## src/rtl/lfsr_prng_gen_pkg.sv

```systemverilog
// Shared types and constants for the LFSR pseudo-random word generator.
// Includes the FSM state encoding and a table of maximal-length feedback masks.
package lfsr_prng_gen_pkg;

  typedef enum logic {
    ST_FILL = 1'b0,
    ST_HOLD = 1'b1
  } fsm_state_t;

  localparam int MIN_WIDTH = 3;
  localparam int MAX_WIDTH = 32;

  // Primitive-polynomial masks: bit i set means lfsr[i] feeds the XOR.
  function automatic logic [31:0] default_taps(input int width);
    logic [31:0] taps;
    case (width)
      3:       taps = 32'h0000_0006;
      4:       taps = 32'h0000_000C;
      5:       taps = 32'h0000_0014;
      6:       taps = 32'h0000_0030;
      7:       taps = 32'h0000_0060;
      8:       taps = 32'h0000_00B8;
      9:       taps = 32'h0000_0110;
      10:      taps = 32'h0000_0240;
      11:      taps = 32'h0000_0500;
      12:      taps = 32'h0000_0829;
      13:      taps = 32'h0000_100D;
      14:      taps = 32'h0000_2015;
      15:      taps = 32'h0000_6000;
      16:      taps = 32'h0000_D008;
      17:      taps = 32'h0001_2000;
      18:      taps = 32'h0002_0400;
      19:      taps = 32'h0004_0023;
      20:      taps = 32'h0009_0000;
      21:      taps = 32'h0014_0000;
      22:      taps = 32'h0030_0000;
      23:      taps = 32'h0042_0000;
      24:      taps = 32'h00E1_0000;
      25:      taps = 32'h0120_0000;
      26:      taps = 32'h0200_0023;
      27:      taps = 32'h0400_0013;
      28:      taps = 32'h0900_0000;
      29:      taps = 32'h1400_0000;
      30:      taps = 32'h2000_0029;
      31:      taps = 32'h4800_0000;
      32:      taps = 32'h8020_0003;
      default: taps = 32'h0000_0000;
    endcase
    return taps;
  endfunction

endpackage

```

## src/rtl/lfsr_prng_gen_if.sv

```systemverilog
// Valid/ready word channel carrying generated random words to a consumer.
interface lfsr_prng_gen_if #(
  parameter int OUT_W = 4
);
  logic             out_valid;
  logic             out_ready;
  logic [OUT_W-1:0] out_data;

  modport master (output out_valid, output out_data, input out_ready);
  modport slave  (input out_valid, input out_data, output out_ready);
endinterface

```

## src/rtl/lfsr_prng_gen_core.sv

```systemverilog
// Fibonacci LFSR register: step, seed load and all-zero repair.
// The shifted-out bit is the current MSB; `advance` tells the caller a real step happens this edge.
module lfsr_prng_gen_core #(
  parameter int               WIDTH        = 16,
  parameter logic [WIDTH-1:0] TAPS         = 16'hB400,
  parameter logic [WIDTH-1:0] DEFAULT_SEED = 16'hACE1
) (
  input  logic             clk,
  input  logic             rst,
  input  logic             load,
  input  logic [WIDTH-1:0] load_value,
  input  logic             step,
  output logic [WIDTH-1:0] state,
  output logic             msb,
  output logic             advance,
  output logic             lock_err
);

  logic [WIDTH-1:0] lfsr_reg;
  logic [WIDTH-1:0] lfsr_next;
  logic [WIDTH-1:0] tap_bits;
  logic             lock_err_reg;
  logic             lock_err_next;
  logic             fb;
  logic             is_zero;

  genvar gi;
  generate
    for (gi = 0; gi < WIDTH; gi++) begin : g_tap
      assign tap_bits[gi] = TAPS[gi] & lfsr_reg[gi];
    end
  endgenerate

  assign fb       = ^tap_bits;
  assign is_zero  = (lfsr_reg == '0);
  // A repair cycle replaces the step, so the caller must not count it as a bit.
  assign advance  = step && !load && !is_zero;
  assign state    = lfsr_reg;
  assign msb      = lfsr_reg[WIDTH-1];
  assign lock_err = lock_err_reg;

  always_comb begin
    lfsr_next     = lfsr_reg;
    lock_err_next = 1'b0;
    if (load) begin
      lfsr_next = (load_value == '0) ? DEFAULT_SEED : load_value;
    end else if (is_zero) begin
      lfsr_next     = DEFAULT_SEED;
      lock_err_next = 1'b1;
    end else if (step) begin
      lfsr_next = {lfsr_reg[WIDTH-2:0], fb};
    end
  end

  always_ff @(posedge clk or negedge rst) begin
    if (!rst) begin
      lfsr_reg     <= DEFAULT_SEED;
      lock_err_reg <= 1'b0;
    end else begin
      lfsr_reg     <= lfsr_next;
      lock_err_reg <= lock_err_next;
    end
  end

endmodule

```

## src/rtl/lfsr_prng_gen.sv

```systemverilog
// LFSR word generator: packs OUT_W successive LFSR bits into a word (first bit in MSB)
// and offers it on a valid/ready channel; the LFSR is frozen while a word waits.
module lfsr_prng_gen
  import lfsr_prng_gen_pkg::*;
#(
  parameter int               WIDTH        = 16,
  parameter logic [WIDTH-1:0] TAPS         = 16'hB400,
  parameter int               OUT_W        = 4,
  parameter logic [WIDTH-1:0] DEFAULT_SEED = 16'hACE1,
  // Clearing this admits masks without the top tap, which can fall into the zero state.
  parameter bit               STRICT_TAPS  = 1'b1
) (
  input  logic                     clk,
  input  logic                     rst,
  input  logic                     seed_load,
  input  logic [WIDTH-1:0]         seed,
  input  logic                     enable,
  lfsr_prng_gen_if.master          out_if,
  output logic [WIDTH-1:0]         lfsr_state,
  output logic                     lock_err
);

  localparam int CNT_W = $clog2(OUT_W + 1);

  generate
    if (WIDTH < MIN_WIDTH || WIDTH > MAX_WIDTH) begin : g_bad_width
      $error("lfsr_prng_gen: WIDTH %0d outside legal range 3..32", WIDTH);
    end
    if (OUT_W < 1 || OUT_W > WIDTH) begin : g_bad_out_w
      $error("lfsr_prng_gen: OUT_W %0d outside legal range 1..WIDTH", OUT_W);
    end
    if (STRICT_TAPS && !TAPS[WIDTH-1]) begin : g_bad_taps
      $error("lfsr_prng_gen: TAPS must include bit WIDTH-1");
    end
    if (DEFAULT_SEED == '0) begin : g_bad_seed
      $error("lfsr_prng_gen: DEFAULT_SEED must be nonzero");
    end
  endgenerate

  fsm_state_t       state_reg;
  logic [CNT_W-1:0] bit_cnt_reg;
  logic [OUT_W-1:0] acc_reg;
  logic [OUT_W-1:0] acc_shifted;
  logic [OUT_W-1:0] out_data_reg;
  logic             out_valid_reg;
  logic             core_msb;
  logic             core_advance;
  logic             step_req;
  logic             last_bit;

  assign step_req = (state_reg == ST_FILL) && enable;
  assign last_bit = (bit_cnt_reg == CNT_W'(OUT_W - 1));

  lfsr_prng_gen_core #(
    .WIDTH        (WIDTH),
    .TAPS         (TAPS),
    .DEFAULT_SEED (DEFAULT_SEED)
  ) u_core (
    .clk        (clk),
    .rst        (rst),
    .load       (seed_load),
    .load_value (seed),
    .step       (step_req),
    .state      (lfsr_state),
    .msb        (core_msb),
    .advance    (core_advance),
    .lock_err   (lock_err)
  );

  generate
    if (OUT_W == 1) begin : g_acc_single
      assign acc_shifted = core_msb;
    end else begin : g_acc_multi
      assign acc_shifted = {acc_reg[OUT_W-2:0], core_msb};
    end
  endgenerate

  // Seed load wins over the FSM; a handshake in the same cycle still consumes the old word.
  always_ff @(posedge clk or negedge rst) begin
    if (!rst) begin
      state_reg     <= ST_FILL;
      bit_cnt_reg   <= '0;
      acc_reg       <= '0;
      out_data_reg  <= '0;
      out_valid_reg <= 1'b0;
    end else if (seed_load) begin
      state_reg     <= ST_FILL;
      bit_cnt_reg   <= '0;
      acc_reg       <= '0;
      out_valid_reg <= 1'b0;
    end else begin
      case (state_reg)
        ST_FILL: begin
          if (core_advance) begin
            acc_reg <= acc_shifted;
            if (last_bit) begin
              out_data_reg  <= acc_shifted;
              out_valid_reg <= 1'b1;
              bit_cnt_reg   <= '0;
              state_reg     <= ST_HOLD;
            end else begin
              bit_cnt_reg <= bit_cnt_reg + 1'b1;
            end
          end
        end
        ST_HOLD: begin
          if (out_valid_reg && out_if.out_ready) begin
            out_valid_reg <= 1'b0;
            state_reg     <= ST_FILL;
          end
        end
        default: state_reg <= ST_FILL;
      endcase
    end
  end

  assign out_if.out_valid = out_valid_reg;
  assign out_if.out_data  = out_data_reg;

endmodule

```

## src/flat_wrapper.sv

```systemverilog
// flat-port wrapper written by rule: the top's interface ports become plain ports
module lfsr_prng_gen_flat import lfsr_prng_gen_pkg::*;
#(
  parameter int               WIDTH        = 16,
  parameter logic [WIDTH-1:0] TAPS         = 16'hB400,
  parameter int               OUT_W        = 4,
  parameter logic [WIDTH-1:0] DEFAULT_SEED = 16'hACE1,
                                                                                        
  parameter bit               STRICT_TAPS  = 1'b1
)
  (clk, rst, seed_load, seed, enable, lfsr_state, lock_err, out_if_out_valid, out_if_out_data, out_if_out_ready);
  lfsr_prng_gen_if #(.OUT_W(OUT_W)) out_if_i ();
  input  logic clk;
  input  logic rst;
  input  logic seed_load;
  input  logic [WIDTH-1:0] seed;
  input  logic enable;
  output logic [WIDTH-1:0] lfsr_state;
  output logic lock_err;
  output wire logic [$bits(out_if_i.out_valid)-1:0] out_if_out_valid;
  output wire logic [$bits(out_if_i.out_data)-1:0] out_if_out_data;
  input wire logic [$bits(out_if_i.out_ready)-1:0] out_if_out_ready;
  assign out_if_out_valid = out_if_i.out_valid;
  assign out_if_out_data = out_if_i.out_data;
  assign out_if_i.out_ready = out_if_out_ready;
  lfsr_prng_gen #(.WIDTH(WIDTH), .TAPS(TAPS), .OUT_W(OUT_W), .DEFAULT_SEED(DEFAULT_SEED), .STRICT_TAPS(STRICT_TAPS)) u_core (.clk(clk), .rst(rst), .seed_load(seed_load), .seed(seed), .enable(enable), .out_if(out_if_i), .lfsr_state(lfsr_state), .lock_err(lock_err));
endmodule
```

## config.mk

```make
export PLATFORM = sky130hd
export DESIGN_NAME = lfsr_prng_gen_flat
export DESIGN_NICKNAME = d
export VERILOG_FILES = /design/src/rtl/lfsr_prng_gen_pkg.sv /design/src/rtl/lfsr_prng_gen_if.sv /design/src/rtl/lfsr_prng_gen_core.sv /design/src/rtl/lfsr_prng_gen.sv /design/src/flat_wrapper.sv
export SDC_FILE = /design/constraint.sdc
export NUM_CORES = 1
export LEC_CHECK = 0
export CORE_UTILIZATION = 33
export DETAILED_ROUTE_END_ITERATION = 12
export HOLD_SLACK_MARGIN = 0.1
export PLACE_DENSITY = 0.71
export SYNTH_ARGS = -nofsm -noshare
export SYNTH_HDL_FRONTEND = slang
export SYNTH_SLANG_ARGS = --single-unit
```

## constraint.sdc

```tcl
create_clock -name clk -period 1.9 [get_ports clk]
set_clock_uncertainty 0.05 [all_clocks]
set_input_delay 0.475 -clock clk [delete_from_list [all_inputs] [get_ports clk]]
set_output_delay 0.475 -clock clk [all_outputs]
set_load 0.03 [all_outputs]
```

# Yosys cells after proc, flatten, opt, wreduce, memory -nomap -nowiden
# Cells that the tools add are included.
# totals
reg_bits	29
out_inout_bits	22
inputBits	21
wordCells	52
# op_classes
n_reduce_logical	14
eq_ne	5
mux	23
bitwise_logic	2
addsub	1
# ops
operator	n
$mux 16	4
$logic_not 16->1	2
$mux 3	7
$reduce_xor 16->1	1
$mux 1	10
$ne 3x2->1 const B	2
$logic_and 1x1->1	4
$pmux 1 s2	2
$reduce_and 4->1	1
$add 3x1->3 const B	1
$eq 3x2->1 const B	1
$ne 3x3->1 const B	1
$reduce_and 3->1	1
$reduce_bool 3->1	1
$logic_not 1->1	2
$ne 2x2->1 const B	1
$not 1->1	2
$reduce_and 2->1	1
$reduce_bool 2->1	1

# Depth between registers and ports, before layout
# Gate-level depths: netlist of run 1.
# logic_depth
word_depth	7
ltp_mapped	7

# Modules after synthesis
# From an unflattened synthesis of run 1, not the netlist that was laid out.
# unflattened
hier_cells	137
hier_area_um2	1446.4
# modules_own_cells
module	instances	area_per_inst_um2	seq_area_each_um2	cells_each
lfsr_prng_gen_core	1	913.4	435.4	90
lfsr_prng_gen	1	533.0	300.3	47

# Worst setup path before layout of run 1
# No wires, ideal clock.
# synth_timing
path_type	register to register
start	reg u_core.u_core.lfsr_reg[13] (netlist: u_core.u_core.state[13])
end	reg u_core.u_core.lfsr_reg[12] (netlist: u_core.u_core.state[12])
setup_slack_ns	-0.134
t_arrival_ns	1.841
setup_time_ns	0.143
path_stages_with_launch	8
path_buffers	1
synth_period_minus_slack_ns	2.034
path_cell_list	dfstp_2 > inv_1 > ha_1 > nor4b_2 > a41o_1 > buf_2 > nor2_1 > a22oi_1
# synth_via
elab_chain_cells	3
elab_cells_between_ends	4
cone_classes	2 x mux; 2 x reduce/logical
# synth_lines
element	line_no	text
from (decl)	lfsr_prng_gen_core.sv:19	logic [WIDTH-1:0] lfsr_reg;
from (signal assigned)	lfsr_prng_gen_core.sv:60	lfsr_reg <= lfsr_next;
$logic_not 16->1 *	lfsr_prng_gen_core.sv:35	assign is_zero = (lfsr_reg == '0);
$mux 16	lfsr_prng_gen_core.sv:47	end else if (is_zero) begin
$mux 16	lfsr_prng_gen_core.sv:45	if (load) begin
# Mark *: on every way between the ends. The rest lies on a longest branch, timed or not.
# A chain may end at the register's enable or synchronous reset.

# Final worst setup path of run 1
# layout_timing
start	in seed[14]
end	reg u_core.u_core.lfsr_reg[15] (netlist: u_core.u_core.state[15])
# layout_via
elab_chain_cells	3
# layout_lines
element	line_no	text
from (decl)	flat_wrapper.sv:16	input logic [WIDTH-1:0] seed;
$logic_not 16->1	lfsr_prng_gen_core.sv:46	lfsr_next = (load_value == '0) ? DEFAULT_SEED : load_value;
$mux 16	lfsr_prng_gen_core.sv:46	
$mux 16	lfsr_prng_gen_core.sv:45	
# No other way between the ends.

==> metrics.md, run 1 <==
| Metric | Value |
|---|---|
| Critical path class | `in2reg` |
| Die height | `68.2 µm` |
| Critical Path AT | `2.03 ns` |
| Max FFs per register | `16` |
| Fill cells | `376` |
| Final core occ | `0.539` |
| GR Util All Layers | `0.179` |
| Clock tree buffer depth | `2` |
| Power per cell area | `762 nW/µm²` |
| Worst vdd ir | `0.418 mV` |
| Initial Utilization | `0.352` |
| Crit path capture type | `flip-flop` |
| GRT overflow | `0` |
| WP data required | `2.06 ns` |
| Max FO, Critical Path | `8` |
| Synthesized flop and latch total | `29` |
| RSZ-0062 raised after global routing | `true` |
| Relative slew slack | `0.745` |
| Wire length per cell | `14.9 µm` |
| Post-synth cell types | `34` |
| DRT iter0 DRCs | `116` |
| Hold Startpoint | `seed[4]` |
| FF+latch area | `736 µm²` |
| Skew-Pair Late Insertion Delay | `0.28 ns` |
| Final wirelength | `3800 µm` |
| DP Cell Count | `246` |
| Post-DP HPWL | `2830 µm` |
| CTS tree | `done` |
| Final ANT Viol Nets | `0` |
| Post-Synthesis Cells | `133` |
| Setup TNS Final | `0 ns` |
| Largest net degree at the start of global routing | `30` |
| Vias per cell | `5.25` |
| Setup crit start | `seed[14]` |
| Setup Viol. Count Final | `0` |
| Most common cell after layout, fill and taps aside | `buf_4` |
| TritonRoute pass-1 iters | `5` |
| Non-filler cells, final | `255` |
| Net count, final | `227` |
| WHS Path Cells | `3` |
| Seq/Total Area, Yosys | `0.508` |
| Placed instance area | `2120 µm²` |
| Vias in the first global route | `1321` |
| Status | `finished clean` |
| First-pass GRT wire length | `6000 µm` |
| Hold/Removal Path Class | `in2reg` |
| Pre-CTS WS | `-0.454 ns` |
| Worst-path clk slew | `0.06 ns` |
| Core area | `4120 µm²` |
| Clk root buf | `clkbuf_8` |
| Multi-input gate area | `703 µm²` |
| Worst-case hold slack | `0.443 ns` |
| Worst-Margin Slew | `0.379 ns` |
| RD Place Congestion | `0.830` |
| Final hold vios | `0` |
| DRC | `0` |
| Full die area | `4660 µm²` |
| Most frequent cells in the layout | `buf_4, dlygate4sd2_1, dfrtp_1` |
| Startpoint types | `primary input` |
| FF-to-FF Start | `u_core.u_core.state[13]` |
| Std-Cell Rows | `23` |
| Maxcap violations | `0` |
| Design Power | `1.69 mW` |
| Register-to-Register Path Depth | `8` |
| CTS sink cnt | `29` |
| Final Cell Area | `2220 µm²` |
| Port-buffer cells | `42` |
| Ant diodes | `0` |
| Final Cycle Share | `0.986` |
| Layout cell share with drive strength beyond 1 | `0.293` |
| Mean Syn Cell Area | `10.9 µm²` |
| Final worst slack | `0.0272 ns` |
| Initial antenna violation count | `0` |
| # hold bufs at CTS | `0` |
| H-tree Lvls | `2` |
| Die Width | `68.2 µm` |
| Layout area overhead | `53.3%` |
| Leakage power | `1.07 nW` |
| Via Count | `1338` |
| Syn_nets | `156` |
| Slew Limit Fails | `0` |
| I/O pin count | `43` |
| Final Critical Period | `1.87 ns` |
| Mapped cell area | `1450 µm²` |
| Max Fclk | `0.534 GHz` |
| YS warnings | `0` |
| TritonCTS Buffers | `5` |
==> cell families after synthesis <==
group,Yosys count,share of synthesized area
AOI/OAI and AO/OA,40,0.210
and+or+nand+nor,43,0.167
muxes,8,0.0588
xor gates and xnor gates,2,0.0121
adders and majority gates,2,0.0173
DFF,29,0.508
buffers and inverters,9,0.0268
==> cells in the mapped netlist, drive strengths merged <==
| cell type | number | area (µm²) |
|---|---|---|
| nand2b | 3 | 18.8 |
| nor4 | 2 | 25.0 |
| nand3 | 1 | 5.00 |
| inv | 2 | 7.51 |
| xnor2 | 2 | 17.5 |
| o21ai | 8 | 40.0 |
| nand4 | 1 | 6.26 |
| nand2 | 11 | 41.3 |
| nand3b | 2 | 15.0 |
| o2bb2ai | 7 | 61.3 |
| o22ai | 1 | 6.26 |
| dfrtp | 21 | 526 |
| buf | 2 | 12.5 |
| mux2i | 4 | 40.0 |
| a2bb2oi | 7 | 61.3 |
| nor4b | 1 | 15.0 |
| or4 | 4 | 41.3 |
| a311oi | 1 | 8.76 |
| a21oi | 10 | 50.1 |
| dfstp | 8 | 210 |
| mux2 | 4 | 45.0 |
| nor2b | 2 | 12.5 |
| o41ai | 1 | 27.5 |
| a41o | 1 | 10.0 |
| nor3 | 1 | 5.00 |
| ha | 2 | 25.0 |
| nor2 | 15 | 56.3 |
| clkbuf | 5 | 18.8 |
| a22oi | 1 | 7.51 |
| a41oi | 2 | 25.0 |
| a31oi | 1 | 6.26 |
==> power by group <==
part / switching (mW) / internal (mW)
clock: 0.227 / 0.295
combinational: 0.235 / 0.195
sequential: 0.0549 / 0.685
total: 0.517 / 1.17
==> timing repair <==
| item | CTS | global route |
|---|---|---|
| resized for setup | 31 | 6 |
| setup buffers | 0 | 1 |
| endpoints found under the setup margin | 35 | 21 |
| pin swaps | 5 | 5 |
==> final timing paths <==
check	slack, ns	end
setup / recovery	0.03	u_core.u_core.state[15]
hold / removal	0.44	u_core.u_core.state[4]
setup reg to reg	0.07	u_core.u_core.state[13]
hold reg to reg	0.46	u_core.out_if.out_data[3]
max in group asynchronous	0.95	u_core.u_core.state[0]
min in group asynchronous	0.54	u_core.acc_reg[0]
==> routing by layer <==
layer | wire length (µm) | share of wire | track usage | vias to the layer above
li1 | - | - | - | 634
met5 | 0 | 0 | 0 | -
met2 | 1900 | 0.50 | 0.314 | 51
met3 | 266 | 0.070 | 0.0500 | 6
met1 | 1590 | 0.42 | 0.205 | 647
met4 | 51 | 0.013 | 0.0677 | 0
==> worst max-delay path, cell delays in order <==
cell,delay (ns)
dlygate4sd2_1,0.25
or4_4,0.55
o41ai_4,0.34
buf_4,0.20
nor2_1,0.05
o2bb2ai_1,0.16
==> area by class of cell <==
| cell class | count | area share |
|---|---|---|
| clock buffers | 8 | 0.0406 |
| inverters | 2 | 0.00338 |
| multi-input cells | 95 | 0.317 |
| flip-flops and latches | 29 | 0.331 |
| well taps | 50 | 0.0282 |
| repair buffers | 71 | 0.280 |
Note: power is estimated with default switching activity, not from simulation.
==> inputs of run 2 (changes only) <==
Settings changed: ABC_AREA set to 0, CORE_MARGIN set to 1.
==> results of run 2 <==
No change in the layout: final DEF, timing and power equal those of run 1.
==> inputs of run 3 (changes only) <==
Settings changed: CELL_PAD_IN_SITES_DETAIL_PLACEMENT set to 1, CELL_PAD_IN_SITES_GLOBAL_PLACEMENT set to 1, CORE_ASPECT_RATIO set to 1.4, CORE_UTILIZATION 33 to 32, PLACE_DENSITY 0.71 to 0.84.
==> metrics.md, run 3 (synthesis gave the netlist of run 1 again) <==
| Metric | Value |
|---|---|
| Wire length per cell | `17.6 µm` |
| Final Cycle Share | `0.987` |
| Final core occ | `0.530` |
| Reg2reg setup slack | `0.06 ns` |
| Via Count | `1346` |
| Combinational Power Share | `0.252` |
| Startpoint types | `primary input` |
| Final worst slack | `0.0245 ns` |
| Layout cell share with drive strength beyond 1 | `0.323` |
| Worst-Margin Slew | `0.360 ns` |
| Core area | `4270 µm²` |
| Die Width | `58.8 µm` |
| Power per cell area | `773 nW/µm²` |
| Initial Utilization | `0.339` |
| WP data required | `2.06 ns` |
| Leakage power | `1.06 nW` |
| Maxcap violations | `0` |
| Critical Path AT | `2.03 ns` |
| DRT iter0 DRCs | `24` |
| Initial antenna violation count | `0` |
| Skew-Pair Late Insertion Delay | `0.28 ns` |
| Pre-CTS WS | `-0.474 ns` |
| CTS sink cnt | `29` |
| TritonCTS Buffers | `5` |
| Slew Limit Fails | `0` |
| Register-to-Register Path Depth | `8` |
| Hold Startpoint | `seed[2]` |
| Placed instance area | `2090 µm²` |
| Final Cell Area | `2270 µm²` |
| WHS Path Cells | `3` |
| RD Place Congestion | `0.860` |
| Clk root buf | `clkbuf_8` |
| RSZ-0062 raised after global routing | `true` |
| Ant diodes | `0` |
| FF-to-FF Start | `u_core.u_core.state[13]` |
| Net switching power | `544 µW` |
| Full die area | `4800 µm²` |
| GRT overflow | `0` |
| Worst vdd ir | `0.434 mV` |
| Vias in the first global route | `1461` |
| DRC | `0` |
| CTS tree | `done` |
| Port-buffer cells | `42` |
| Final wirelength | `4590 µm` |
| Max FO, Critical Path | `8` |
| Hold/Removal Path Class | `in2reg` |
| Largest net degree at the start of global routing | `30` |
| TritonRoute pass-1 iters | `4` |
| Final hold vios | `0` |
| Clock tree buffer depth | `2` |
| Crit path capture type | `flip-flop` |
| H-tree Lvls | `2` |
| Multi-input gate area | `744 µm²` |
| First-pass GRT wire length | `7370 µm` |
| Final Critical Period | `1.88 ns` |
| Clock power share | `0.321` |
| Net count, final | `223` |
| Die height | `81.6 µm` |
| Setup Viol. Count Final | `0` |
| FF-to-FF End | `u_core.u_core.state[15]` |
| Layout area overhead | `56.6%` |
| Vias per cell | `5.16` |
| Final ANT Viol Nets | `0` |
| Seq pwr share | `0.426` |
| Most frequent cells in the layout | `dlygate4sd2_1, buf_4, dfrtp_1` |
| Fill cells | `483` |
| GR Util All Layers | `0.210` |
| Hold EP | `u_core.u_core.state[2]` |
| Worst-path clk slew | `0.06 ns` |
| Status | `finished clean` |
| Design Power | `1.75 mW` |
| FF+latch area | `736 µm²` |
| Relative slew slack | `0.758` |
| Sw frac | `0.310` |
| Max FFs per register | `16` |
| Max Fclk | `0.533 GHz` |
| Post-DP HPWL | `3400 µm` |
| Std-Cell Rows | `28` |
| Critical path class | `in2reg` |
| Int Pwr | `1.21 mW` |
| I/O pin count | `43` |
| Most common cell after layout, fill and taps aside | `dlygate4sd2_1` |
==> run 3: worst max path at each step <==
| stage | end | slack [ns] | depth (start not counted) | startpoint |
|---|---|---|---|---|
| 6_report | u_core.u_core.state[10] | 0.02 | 6 | seed[14] |
| 5_1_grt | u_core.u_core.state[13] | -0.02 | 6 | seed[14] |
| 4_1_cts | u_core.u_core.state[10] | 0.002 | 8 | u_core.u_core.state[13] |
| 3_5_place_dp | u_core.u_core.state[10] | -0.47 | 6 | seed[9] |
| 3_3_place_gp | u_core.u_core.state[6] | -0.40 | 6 | seed[9] |
| 2_1_floorplan | u_core.u_core.state[12] | 0.008 | 7 | u_core.u_core.state[13] |
==> run 3: layout make-up <==
cell class | instances | area share
Multi-Input combinational cell | 95 | 0.328
Inverter | 2 | 0.00331
Clock inverter | 1 | 0.00221
Tap cell | 60 | 0.0331
Clock buffer | 7 | 0.0425
Sequential cell | 29 | 0.325
Timing Repair Buffer | 67 | 0.266
==> run 3: per-layer routing <==
metal	GRT usage	vias to the layer above	wire, µm
li1	-	625	-
met1	0.230	673	1820
met2	0.384	37	2480
met3	0.0472	11	186
met4	0.0881	0	100
met5	0	-	0
==> run 3: power groups by stage <==
stage / sequential, mW / combinational, mW / clock [mW]
3_5_place_dp: 0.758 / 0.453 / 0
3_3_place_gp: 0.752 / 0.442 / 0
2_1_floorplan: 0.831 / 0.145 / 0
5_1_grt: 0.755 / 0.472 / 0.605
4_1_cts: 0.747 / 0.425 / 0.577
6_report: 0.747 / 0.442 / 0.563
==> run 3: critical path: stages <==
cell           delay (ns)
dlygate4sd2_1        0.25
or4_4                0.55
o41ai_4              0.37
buf_6                0.18
nor2_2               0.05
o2bb2ai_2            0.15
==> run 3: repair_timing <==
action / CTS / global route
resized for setup: 32 / 21
hold endpoints to repair: 0 / 0
endpoints found under the setup margin: 35 / 27
pin swaps: 7 / 9
cloned: 0 / 0
hold buffers: 0 / 0
setup buffers: 2 / 1
==> run 3: metrics by stage <==
step	TNS, ns	cells	hold slack [ns]
3_3_place_gp	-3.93	250	0.441
5_1_grt	-0.101	261	0.454
6_report	0	261	0.438
3_5_place_dp	-5.17	250	0.453
2_1_floorplan	0	133	0.129
4_1_cts	0	260	0.463
